--- src/rtl/mem_access_ctrl.sv ---
// mem_access_ctrl: aligned load/store sequencer with sub-word extract, read-modify-write merge and misalignment rejection.
module mem_access_ctrl (
  input  logic        clk,
  input  logic        reset,
  input  logic        start,
  input  logic        we,
  input  logic [1:0]  size,
  input  logic        sign_ext,
  input  logic [31:0] addr,
  input  logic [31:0] wdata,
  input  logic [31:0] mem_rdata,
  output logic [31:0] mem_addr,
  output logic [31:0] mem_wdata,
  output logic        mem_wr,
  output logic        busy,
  output logic        done,
  output logic        misalign,
  output logic [31:0] rdata
);
  typedef enum logic [2:0] {IDLE, REQ, CAP, WR, DONE, ERR} state_t;
  state_t      state_q, state_d;
  logic [31:0] addr_q, addr_d, wdata_q, wdata_d, mem_addr_q, mem_addr_d;
  logic [31:0] mem_wdata_q, mem_wdata_d, rdata_q, rdata_d;
  logic [1:0]  size_q, size_d;
  logic        we_q, we_d, sext_q, sext_d;
  logic        mem_wr_q, mem_wr_d, busy_q, busy_d, done_q, done_d, misalign_q, misalign_d;
  logic        mis_in;
  logic [4:0]  sh;
  logic [31:0] shifted, mask, loaded, merged;
  assign mis_in  = (size == 2'b00 && addr[1:0] != 2'b00) || (size == 2'b01 && addr[0]) || size == 2'b11;
  assign sh      = size_q[1] ? {addr_q[1:0], 3'b000} : {addr_q[1], 4'b0000};
  assign shifted = mem_rdata >> sh;
  assign mask    = size_q[1] ? 32'h0000_00FF : 32'h0000_FFFF;
  assign loaded  = size_q == 2'b10 ? {{24{sext_q & shifted[7]}}, shifted[7:0]} :
                   size_q == 2'b01 ? {{16{sext_q & shifted[15]}}, shifted[15:0]} : mem_rdata;
  assign merged  = (mem_rdata & ~(mask << sh)) | ((wdata_q & mask) << sh);
  always_comb begin
    state_d     = state_q;
    addr_d      = addr_q;
    wdata_d     = wdata_q;
    we_d        = we_q;
    size_d      = size_q;
    sext_d      = sext_q;
    mem_addr_d  = mem_addr_q;
    mem_wdata_d = mem_wdata_q;
    rdata_d     = rdata_q;
    case (state_q)
      IDLE: if (start) begin
        addr_d      = addr;
        wdata_d     = wdata;
        we_d        = we;
        size_d      = size;
        sext_d      = sign_ext;
        state_d     = mis_in ? ERR : REQ;
        mem_addr_d  = mis_in ? mem_addr_q : {addr[31:2], 2'b00};
        mem_wdata_d = (!mis_in && we && size == 2'b00) ? wdata : mem_wdata_q;
      end
      REQ: state_d = (we_q && size_q == 2'b00) ? DONE : CAP;
      CAP: begin
        state_d     = we_q ? WR : DONE;
        mem_wdata_d = we_q ? merged : mem_wdata_q;
        rdata_d     = we_q ? rdata_q : loaded;
      end
      WR:      state_d = DONE;
      default: state_d = IDLE;
    endcase
    busy_d     = state_d != IDLE;
    done_d     = state_d == DONE || state_d == ERR;
    misalign_d = state_d == ERR;
    // a word store writes straight from REQ; sub-word stores write only after the merge
    mem_wr_d   = state_d == WR || (state_d == REQ && we_d && size_d == 2'b00);
  end
  always_ff @(posedge clk or posedge reset) begin
    if (reset) begin
      state_q     <= IDLE;
      addr_q      <= '0;
      wdata_q     <= '0;
      we_q        <= 1'b0;
      size_q      <= '0;
      sext_q      <= 1'b0;
      mem_addr_q  <= '0;
      mem_wdata_q <= '0;
      rdata_q     <= '0;
      mem_wr_q    <= 1'b0;
      busy_q      <= 1'b0;
      done_q      <= 1'b0;
      misalign_q  <= 1'b0;
    end else begin
      state_q     <= state_d;
      addr_q      <= addr_d;
      wdata_q     <= wdata_d;
      we_q        <= we_d;
      size_q      <= size_d;
      sext_q      <= sext_d;
      mem_addr_q  <= mem_addr_d;
      mem_wdata_q <= mem_wdata_d;
      rdata_q     <= rdata_d;
      mem_wr_q    <= mem_wr_d;
      busy_q      <= busy_d;
      done_q      <= done_d;
      misalign_q  <= misalign_d;
    end
  end
  assign mem_addr  = mem_addr_q;
  assign mem_wdata = mem_wdata_q;
  assign mem_wr    = mem_wr_q;
  assign busy      = busy_q;
  assign done      = done_q;
  assign misalign  = misalign_q;
  assign rdata     = rdata_q;
endmodule
--- config.mk ---
export PLATFORM = sky130hd
export DESIGN_NAME = mem_access_ctrl
export DESIGN_NICKNAME = d
export VERILOG_FILES = /design/src/rtl/mem_access_ctrl.sv
export SDC_FILE = /design/constraint.sdc
export NUM_CORES = 1
export LEC_CHECK = 0
export CAP_MARGIN = 5
export CORE_ASPECT_RATIO = 2
export CORE_MARGIN = 2
export CORE_UTILIZATION = 50
export DETAILED_ROUTE_END_ITERATION = 10
export GPL_TIMING_DRIVEN = 0
export PLACE_DENSITY = 0.93
export SLEW_MARGIN = 20
export SYNTH_ARGS = -nofsm -noshare
export SYNTH_HDL_FRONTEND = slang
export SYNTH_SLANG_ARGS = --single-unit
--- constraint.sdc ---
create_clock -name clk -period 7.6 [get_ports clk]
set_input_delay 1.52 -clock clk [delete_from_list [all_inputs] [get_ports clk]]
set_output_delay 1.52 -clock clk [all_outputs]
set_load 0.01 [all_outputs]
==> impl_metrics.py <==
metrics = {
    "synthesis": {
        "ys_types": 57,
        "synthesis.area_sq_mm": 0.00603,
        "synth_seq_area_share_pct": 51.0,
        "synth_warnings": 0,
        "synth_edf_count": 0,
        "synth_async_sr_flop_share_pct": 100,
        "synth_area_per_cell_sq_um": 11.0,
        "synth_cells": 547,
        "ys_ff_latch": 123,
        "ys.flop_type": "dfrtp_1",
    },
    "floorplan": {
        "die_w_um": 81.7,
        "core_area_sq_mm": 0.0118,
        "initial_utilization_pct": 51.3,
        "num_rows": 56,
        "io_pins": 203,
        "die_h_um": 159,
        "dieArea_sq_mm": 0.0130,
    },
    "critical_path": {
        "max_stage_delay_ns": 0.50,
        "startpoint_type": "primary input",
        "crit_required_ns": 7.89,
        "worstSetupEndpointType": "flop",
        "arrival_ns": 3.54,
        "cp_cell_sequence": "clkdlybuf4s50_1 -> nor4b_4 -> and2_1 -> buf_4 -> mux2_2",
        "critPathKind": "primary input to flop",
        "path_max_fanout": 10,
        "cpMaxStageDelayCell": "clkdlybuf4s50_1",
    },
    "placed_design": {
        "place_area_sq_mm": 0.00825,
        "numPortBuffers": 200,
        "gp_congestion": 0.953,
        "dp_hpwl_mm": 16.1,
    },
    "final_layout": {
        "design_area_sq_mm": 0.00880,
        "final_nets": 871,
        "final_common_cell": "clkdlybuf4s50_1",
        "syn2layout_area_growth_pct": 45.9,
        "finish.utilization_pct": 74.8,
        "final_cell_mix": "clkdlybuf4s50_1, dfrtp_1, nand2_1",
        "drive_gt1_share_pct": 16.5,
        "antenna-diode-count": 0,
    },
    "detailed_routing": {
        "via_count": 5564,
        "firstDrtPassIters": 6,
        "routedWlPerCell_um": 22.5,
        "drt_iter0_drc": 482,
        "routed_wirelength_mm": 20.8,
        "via_per_inst": 6.02,
        "drcViolationCount": 0,
        "antenna_left": 0,
    },
    "grt": {
        "antenna_found_initial": 0,
        "grt_pass1_wl_mm": 31.3,
        "grt_pass1_vias": 5805,
        "track_usage_pct": 32.8,
        "grt_overflow": 0,
        "grt_max_degree": 66,
    },
    "sta": {
        "worstMarginPinSlew_ns": 0.932,
        "maxSlewViolCount": 0,
        "post-route-min-period_ns": 3.25,
        "worst_clock_skew_ns": 0.00768,
        "fin_crit_sh_pct": 42.7,
        "slew_headroom_pct": 37.8,
        "setup_tns_ns": 0,
        "rsz0062_at_grt": "false",
        "setup_viol": 0,
        "final_hold_viol_count": 0,
        "fmaxAchievable_mhz": 308,
    },
    "run_status": {
        "outcome": "finished, final reports clean",
    },
    "pwr": {
        "power_density_mw_per_mm2": 422,
        "leakage_nw": 3.62,
        "ir_worst_vdd_v": 0.000309,
    },
    "hold_path": {
        "hold_class": "flop to flop",
    },
    "clock_tree": {
        "cts_inserted_buffers": 17,
        "clkLatencyLatePin_ns": 0.42,
        "htreeDepth": 4,
        "cts-root-buf": "clkbuf_16",
        "post_cts_resized": 0,
        "cts_buffer_depth": 2,
        "clkTransAtPathRegs_ns": 0.06,
        "clock-sinks": 123,
        "cts_tree": "yes",
        "ctsHoldBuffers": 0,
        "post_cts_buffers": 0,
    },
    "run": {
        "maxCapViolCount": 0,
    },
}
## cell type report
cell class | count | area [sq um]
Sequential cell | 123 | 3080
Fill cell | 764 | 2970
Multi-Input combinational cell | 377 | 2700
Timing Repair Buffer | 201 | 2030
Clock buffer | 17 | 425
Buffer | 45 | 253
Tap cell | 145 | 181
Clock inverter | 14 | 123
Inverter | 3 | 16.3
## per-layer routing
layer	track usage (%)	up-vias	share of wire (%)
met5	0	-	0
met4	23.4	0	8.0
met3	6.24	113	6.7
met2	58.2	341	53
met1	32.6	2633	32
li1	-	2477	-
## state kept, by name, indices dropped and copies added (netlist names)
name / flops
sext_q: 1
mem_wr: 1
state_q: 3
mem_addr: 30
misalign: 1
we_q: 1
mem_wdata: 32
done: 1
busy: 1
rdata: 32
size_q: 2
addr_q: 2
wdata_q: 16
## Yosys cell counts, types with 5 or more instances
master / instances / area (sq um)
dfrtp_1: 123 / 3080
a221o_1: 16 / 160
buf_6: 6 / 67.6
nor2_1: 18 / 67.6
nand3_1: 10 / 50.1
mux2_1: 5 / 56.3
nand2_1: 65 / 244
clkbuf_1: 17 / 63.8
o211ai_1: 12 / 90.1
a21oi_1: 23 / 115
a21o_1: 6 / 45.0
buf_4: 6 / 45.0
nor4bb_1: 5 / 50.1
a32oi_1: 8 / 70.1
a21bo_2: 5 / 50.1
a221oi_1: 8 / 70.1
mux2_2: 51 / 574
nand2b_1: 7 / 43.8
buf_2: 13 / 65.1
nor2b_1: 15 / 93.8
o2bb2ai_1: 16 / 140
o21ai_0: 34 / 170
a31oi_1: 14 / 87.6
## critical path: cells and delay by family
kind	cells	cell delay, ns
simple gates	2	0.90
mux	1	0.37
buf+inv	2	0.75
## where the power goes
group          total [mW]  switching, mW  internal [mW]
sequential           1.18          0.209          0.969
combinational        1.79          0.875          0.915
clock               0.751          0.303          0.448
total                3.72           1.39           2.33
## worst paths after layout
path	from	endpoint	slack [ns]	depth (start not counted)
worst max-delay path	start	mem_addr[5]	4.35	5
worst min-delay path	rdata[4]	rdata[4]	0.48	2
worst max register to register	addr_q[1]	rdata[3]	5.29	6
worst min register to register	rdata[4]	rdata[4]	0.48	2
max in group asynchronous	reset	rdata[28]	5.32	3
min in group asynchronous	reset	mem_wdata[27]	1.59	2
## metrics by stage
step           hold WS, ns  power (mW)  setup slack (ns)  cells
6_report             0.482        3.72              4.35    925
5_1_grt              0.503        3.92              4.29    925
4_1_cts              0.488        3.72              4.38    925
3_5_place_dp         0.475        2.95              3.96    894
3_3_place_gp         0.464        2.87              1.29    893
2_1_floorplan        0.473        2.09              2.81    548
## kinds of logic after synthesis
group,share of synthesized area (%)
buffers and inverters,4.37
and+or+nand+nor,12.6
xor gates and xnor gates,0.145
AOI/OAI and AO/OA,20.7
DFF,51.0
muxes,11.1
other,0.0621
(Power assumes the default switching activity.)
